===== src/rtl/defines.vh =====
// ============================================================================
//  defines.vh
//  Shared bus-width and RISC-V AMO encoding macros.
//  Rev 1.0 - initial release
// ============================================================================
`ifndef ARB_DEFINES_VH
`define ARB_DEFINES_VH
`default_nettype none

`define XLEN      32
`define FUNCT5_LR 5'b00010

`default_nettype wire
`endif


===== src/rtl/arbiter_nx1_pkg.sv =====
// ============================================================================
//  arbiter_nx1_pkg
//  Common types and helpers for the N-to-1 bus arbiter.
//  Rev 1.0 - initial release
// ============================================================================
`include "defines.vh"
`default_nettype none

package arbiter_nx1_pkg;

    localparam int         XLEN      = `XLEN;
    localparam logic [4:0] FUNCT5_LR = `FUNCT5_LR;

    typedef enum logic [1:0] {
        ST_IDLE   = 2'd0,
        ST_BUSY   = 2'd1,
        ST_LOCKED = 2'd2
    } arb_state_t;

    // Load-reserved: atomic access whose funct5 field selects LR.
    function automatic logic is_lr(input logic atomic, input logic [6:0] operation);
        return atomic && (operation[6:2] == FUNCT5_LR);
    endfunction

endpackage

`default_nettype wire


===== src/rtl/rr_picker.sv =====
// ============================================================================
//  rr_picker
//  Combinational round-robin search: first set request at or after i_start.
//  Rev 1.0 - initial release
// ============================================================================
`default_nettype none

module rr_picker #(
    parameter int N_REQ = 4,
    parameter int ID_W  = 2
) (
    input  logic [N_REQ-1:0] i_req,
    input  logic [ID_W-1:0]  i_start,
    output logic             o_valid,
    output logic [ID_W-1:0]  o_idx
);

    logic [ID_W:0]   w_sum;
    logic [ID_W-1:0] w_cand;

    // Walk offsets from farthest to nearest so the nearest requester wins.
    always_comb begin
        o_valid = |i_req;
        o_idx   = '0;
        w_sum   = '0;
        w_cand  = '0;
        for (int off = N_REQ - 1; off >= 0; off--) begin
            w_sum = {1'b0, i_start} + (ID_W + 1)'(off);
            if (w_sum >= (ID_W + 1)'(N_REQ)) begin
                w_sum = w_sum - (ID_W + 1)'(N_REQ);
            end
            w_cand = w_sum[ID_W-1:0];
            if (i_req[w_cand]) begin
                o_idx = w_cand;
            end
        end
    end

endmodule

`default_nettype wire


===== src/rtl/arbiter_nx1.sv =====
// ============================================================================
//  arbiter_nx1
//  Round-robin N-to-1 bus arbiter with LR/SC reservation lock and timeout.
//  Rev 1.0 - initial release
// ============================================================================
`default_nettype none

module arbiter_nx1
    import arbiter_nx1_pkg::*;
#(
    parameter int N_PORTS      = 4,
    parameter int LOCK_TIMEOUT = 64,
    localparam int ID_W        = (N_PORTS > 2) ? $clog2(N_PORTS) : 1
) (
    input  logic                    i_clk,
    input  logic                    i_rst,
    input  logic [N_PORTS-1:0]      i_bus_en,
    input  logic [N_PORTS-1:0]      i_wr_en,
    input  logic [N_PORTS*XLEN-1:0] i_wr_data,
    input  logic [N_PORTS*XLEN-1:0] i_addr,
    input  logic [N_PORTS*4-1:0]    i_byte_en,
    input  logic [N_PORTS-1:0]      i_atomic,
    input  logic [N_PORTS*7-1:0]    i_operation,
    output logic [N_PORTS-1:0]      o_ack,
    output logic [N_PORTS*XLEN-1:0] o_rd_data,
    input  logic                    i_ack,
    input  logic [XLEN-1:0]         i_rd_data,
    output logic [ID_W-1:0]         o_id,
    output logic                    o_bus_en,
    output logic                    o_wr_en,
    output logic                    o_atomic,
    output logic [XLEN-1:0]         o_wr_data,
    output logic [XLEN-1:0]         o_addr,
    output logic [3:0]              o_byte_en,
    output logic [6:0]              o_operation
);

    localparam int              CNT_W       = $clog2(LOCK_TIMEOUT) + 1;
    localparam logic [CNT_W-1:0] c_cnt_last  = CNT_W'(LOCK_TIMEOUT - 1);
    localparam logic [ID_W-1:0]  c_last_port = ID_W'(N_PORTS - 1);

    arb_state_t       r_state, w_state_n;
    logic [ID_W-1:0]  r_grant, w_grant_n;
    logic [ID_W-1:0]  r_last_grant, w_last_n;
    logic [ID_W-1:0]  r_owner, w_owner_n;
    logic [CNT_W-1:0] r_cnt, w_cnt_n;

    logic [XLEN-1:0]  w_wr_data   [N_PORTS];
    logic [XLEN-1:0]  w_addr      [N_PORTS];
    logic [3:0]       w_byte_en   [N_PORTS];
    logic [6:0]       w_operation [N_PORTS];

    logic             w_active;
    logic             w_ack_fire;
    logic             w_grant_lr;
    logic             w_pick_valid;
    logic [ID_W-1:0]  w_pick_idx;
    logic [ID_W-1:0]  w_start;

    for (genvar k = 0; k < N_PORTS; k++) begin : g_port
        assign w_wr_data[k]   = i_wr_data[k*XLEN +: XLEN];
        assign w_addr[k]      = i_addr[k*XLEN +: XLEN];
        assign w_byte_en[k]   = i_byte_en[k*4 +: 4];
        assign w_operation[k] = i_operation[k*7 +: 7];
        assign o_ack[k]                  = w_ack_fire && (r_grant == ID_W'(k));
        assign o_rd_data[k*XLEN +: XLEN] = o_ack[k] ? i_rd_data : '0;
    end

    assign w_start = (r_last_grant == c_last_port) ? '0 : r_last_grant + ID_W'(1);

    rr_picker #(
        .N_REQ (N_PORTS),
        .ID_W  (ID_W)
    ) u_rr_picker (
        .i_req   (i_bus_en),
        .i_start (w_start),
        .o_valid (w_pick_valid),
        .o_idx   (w_pick_idx)
    );

    // Reset gates the outputs so nothing leaks during the reset cycle itself.
    assign w_active    = (r_state == ST_BUSY) && !i_rst;
    assign w_ack_fire  = w_active && i_ack;
    assign w_grant_lr  = is_lr(i_atomic[r_grant], w_operation[r_grant]);

    assign o_bus_en    = w_active && i_bus_en[r_grant];
    assign o_wr_en     = w_active && i_wr_en[r_grant];
    assign o_atomic    = w_active && i_atomic[r_grant];
    assign o_id        = w_active ? r_grant : '0;
    assign o_wr_data   = w_active ? w_wr_data[r_grant]   : '0;
    assign o_addr      = w_active ? w_addr[r_grant]      : '0;
    assign o_byte_en   = w_active ? w_byte_en[r_grant]   : '0;
    assign o_operation = w_active ? w_operation[r_grant] : '0;

    always_comb begin
        w_state_n = r_state;
        w_grant_n = r_grant;
        w_last_n  = r_last_grant;
        w_owner_n = r_owner;
        w_cnt_n   = r_cnt;
        case (r_state)
            ST_IDLE: begin
                if (w_pick_valid) begin
                    w_grant_n = w_pick_idx;
                    w_state_n = ST_BUSY;
                end
            end
            ST_BUSY: begin
                if (i_ack) begin
                    w_last_n = r_grant;
                    if (w_grant_lr) begin
                        w_state_n = ST_LOCKED;
                        w_owner_n = r_grant;
                        w_cnt_n   = '0;
                    end else begin
                        w_state_n = ST_IDLE;
                    end
                end else if (!i_bus_en[r_grant]) begin
                    w_state_n = ST_IDLE;
                end
            end
            ST_LOCKED: begin
                if (i_bus_en[r_owner]) begin
                    w_grant_n = r_owner;
                    w_state_n = ST_BUSY;
                end else if (r_cnt >= c_cnt_last) begin
                    w_state_n = ST_IDLE;
                end else if (r_cnt != '1) begin
                    w_cnt_n = r_cnt + CNT_W'(1);
                end
            end
            default: begin
                w_state_n = ST_IDLE;
            end
        endcase
    end

    always_ff @(posedge i_clk) begin
        if (i_rst) begin
            r_state      <= ST_IDLE;
            r_grant      <= '0;
            r_last_grant <= c_last_port;
            r_owner      <= '0;
            r_cnt        <= '0;
        end else begin
            r_state      <= w_state_n;
            r_grant      <= w_grant_n;
            r_last_grant <= w_last_n;
            r_owner      <= w_owner_n;
            r_cnt        <= w_cnt_n;
        end
    end

endmodule

`default_nettype wire


===== config.mk =====
export PLATFORM = sky130hd
export DESIGN_NAME = arbiter_nx1
export DESIGN_NICKNAME = d
export VERILOG_FILES = /design/src/rtl/arbiter_nx1_pkg.sv /design/src/rtl/rr_picker.sv /design/src/rtl/arbiter_nx1.sv
export VERILOG_INCLUDE_DIRS = /design/src /design/src/rtl
export SDC_FILE = /design/constraint.sdc
export NUM_CORES = 1
export LEC_CHECK = 0
export BUFFER_PORTS_ARGS = -buffer_cell sky130_fd_sc_hd__clkbuf_2
export CAP_MARGIN = 20
export CELL_PAD_IN_SITES_DETAIL_PLACEMENT = 1
export CELL_PAD_IN_SITES_GLOBAL_PLACEMENT = 2
export CORE_AREA = 4 4 218 220
export DETAILED_ROUTE_END_ITERATION = 8
export DIE_AREA = 0 0 222 224
export PLACE_DENSITY = 0.64
export SLEW_MARGIN = 20
export SYNTH_ARGS = -nofsm -noshare
export SYNTH_HDL_FRONTEND = slang
export SYNTH_SLANG_ARGS = --single-unit

===== constraint.sdc =====
create_clock -name i_clk -period 4.6 [get_ports i_clk]
set_clock_uncertainty 0.1 [all_clocks]
set_input_delay 0.92 -clock i_clk [delete_from_list [all_inputs] [get_ports i_clk]]
set_output_delay 0.92 -clock i_clk [all_outputs]
set_load 0.05 [all_outputs]

==> impl_metrics.csv <==
group,metric,value,unit
status,status,"finished clean",
critical_path,critPathTopFamily,"simple AND/OR/NAND/NOR gates",
die,dieArea,49700,um2
placed_design,place.gp.congestion,0.970,
grt,grt_first_pass_wirelength,44.3,mm
critical_path,cp_num_buf_inv,4,
die,dieHeight,224,um
route,wl_met2,16.4,mm
cts,path_clk_slew,50,ps
critical_path,crit_cells,8,
power,power.switching,589,uW
grt,grt_usage,11.7,%
power,swShare,47.6,%
critical_path,arrival,2790,ps
synth,synth_edf_count,0,
grt,grt_max_degree,51,
synth,yosysTopAreaCell,"mux4_2",
route,ant_nets,0,
critical_path,startpoint,"i_rst",
synth,syn_inst,445,
grt,grt_antenna_before_repair,6,
route,top_layer,"met5",
placed_design,place_inst,1569,
power,sequentialPowerShare,14.3,%
critical_path,worstSetupPathType,"primary input to output port",
route,drtPass1Iterations,4,
critical_path,required,3580,ps
placed_design,io_buffer_count,558,
cts,cts_buffer_depth,2,
die,initial_utilization,9.36,%
sta,max_slew_margin,56.6,%
cts,clk_latency,240,ps
cts,cts_hold_buf,0,
synth,synth_area_leaders,"mux4_2, and2_1, dfxtp_1",
cts,cts_tree,"done",
hold_path,hold_depth,1,
sta,finalSetupViolCount,0,
cells_and_area,fillCellCount,5545,
power,p_int,649,uW
sta,rsz0062_at_grt,"false",
power,combPwrFrac,72.2,%
synth,synth_nets,794,
route,avgRoutedWirePerCell,20.0,um
cells_and_area,regArea,308,um2
route,drt_wl_total,31.5,mm
critical_path,r2r_cells,6,
cts,ctsResizeCount,0,
placed_design,place_area,7720,um2
die,chipWidth,222,um
power,power.density,159,nW/um2
synth,yosysSeqAreaShare,7.09,%
flow_run,maxCapViolations,0,
route,drc_errors,0,
sta,fin_crit_sh,82.9,%
synth,syn_area,4240,um2
critical_path,slowest_stage,"and3_2",
synth,ys_warn_count,0,
synth,syn_area_per_cell,9.52,um2
cells_and_area,multi_input_area,3740,um2
critical_path,start_kind,"primary input",
critical_path,reg2reg_from,"r_grant[0]",
cells_and_area,design_area,7810,um2
power,irDropWorstVdd,0.000114,V
synth,yosysTopAreaCellShare,42.0,%
power,cellLeakagePower,0.00394,uW
critical_path,crit_path_max_incr_delay,330,ps
cts,cts_root_buf,"clkbuf_16",
sta,hold_viol,0,
sta,tightestPinTransition,652,ps
route,drt-initial-drc-count,241,
hold_path,hp-class,"flop to flop",
power,p_total,1240,uW
synth,synthMostInstantiatedCell,"and2_1",
grt,grt_pass1_vias,6472,
critical_path,critPathCaptureType,"output port",
placed_design,dpl.hpwl,27.8,mm
synth,synth-seq-cells,15,
route,vias,5929,
synth,yosysUniqueCellTypes,42,
cells_and_area,final_cells,1575,
synth,ys.flop_type,"dfxtp_1",
synth,synthArstFlopShare,0,%
synth,synthTopCellsByCount,"and2_1, mux4_2, clkbuf_1",
sta,tns,0,ps
cts,postCtsSetupBuffers,0,
critical_path,worst-path-max-fanout,33,
grt,grt-ovfl-total,0,
cts,clock-sinks,15,
cts,numCtsBuffers,3,
critical_path,path_cells,"clkbuf_2, inv_2, and3_2, nand2_1, nor3_4, buf_4, and2_1, clkbuf_2",
sta,fmax,262,MHz
hold_path,min-delay-start,"r_cnt[6]",
sta,min_period,3810,ps
cells_and_area,fin_nets,1323,
die,io_pins,559,
cells_and_area,area_delta_synth_final,84.3,%
route,wl_met1,11.8,mm
cts,cts_max_level,1,
route,wl_met3,2.85,mm
cells_and_area,drive_gt1_share,68.2,%
power,p_clk_share,13.5,%
die,rows,78,
sta,final_max_slew_viol_count,0,
route,via_per_inst,3.76,
critical_path,crit_top_cell,"clkbuf_2",
die,core-area,45300,um2
critical_path,r2r_slack,1810,ps
==> final timing paths <==
check / to
min: r_cnt[6]
min reg2reg: r_cnt[6]
max reg2reg: r_cnt[0]
max: o_rd_data[5]
==> state kept, by name, summed over array words and instances (netlist names) <==
signal	cells
r_owner	2
r_grant	2
r_last_grant	2
r_state	2
r_cnt	7
==> worst register-to-register path, cell delays in order, from the launching register on <==
cell and delay (ps):
dfxtp_4 670, buf_12 360, mux4_2 640, nor2_1 390, nand3_4 200, nand2_1 220
a311oi_1 70
==> power by group through the flow <==
| stage | Clock (uW) | Sequential [uW] | Combinational [uW] |
|---|---|---|---|
| detailed placement | 0 | 183 | 911 |
| floorplan | 0 | 141 | 589 |
| CTS | 171 | 180 | 916 |
| finish | 167 | 177 | 894 |
| global route | 181 | 182 | 956 |
| global placement | 0 | 182 | 907 |
==> placed cells by master, fill, tap and decap left out, types with 2 or more instances in the layout <==
master,n
clkbuf_2,558
and2_1,209
mux4_2,79
nand2_1,13
dfxtp_1,13
nor2_1,11
a21oi_1,8
o21ai_0,7
buf_4,7
mux2i_1,5
nand3_1,5
inv_1,4
and3_1,4
mux2_2,3
nand2b_1,3
xor2_1,3
clkbuf_16,3
buf_12,3
diode_2,2
nor3b_4,2
nand4_1,2
o221ai_1,2
o211ai_1,2
ha_1,2
dfxtp_4,2
==> layer usage <==
layer,vias up,track usage (%)
met5,-,0
met4,6,1.92
met2,365,21.7
li1,2675,-
met1,2861,13.7
met3,22,3.01
==> through the flow <==
stage / hold WS [ps] / worst slack, ps / utilization [%]
3_3_place_gp: 375 / 793 / 17.1
2_1_floorplan: 348 / 805 / -
5_1_grt: 440 / 604 / 17.2
3_5_place_dp: 387 / 727 / 17.1
6_report: 402 / 786 / 17.2
4_1_cts: 400 / 729 / 17.2
==> area by class of cell <==
class | count | area share, %
multi-input cells | 381 | 47.9
diodes | 2 | 0.0641
inverters | 5 | 0.240
well taps | 600 | 9.62
flip-flops and latches | 15 | 3.94
clock buffers | 4 | 1.01
repair buffers | 568 | 37.2
==> cells by family after synthesis <==
kind of cell               Yosys count  share of synthesized area, %
AOI/OAI and AO/OA                   30                          4.67
xor gates and xnor gates             3                         0.620
buffers and inverters               49                          5.11
and+or+nand+nor                    259                          38.0
muxes                               87                          44.0
DFF                                 15                          7.09
adders and majority gates            2                         0.591
(Power assumes the default switching activity.)
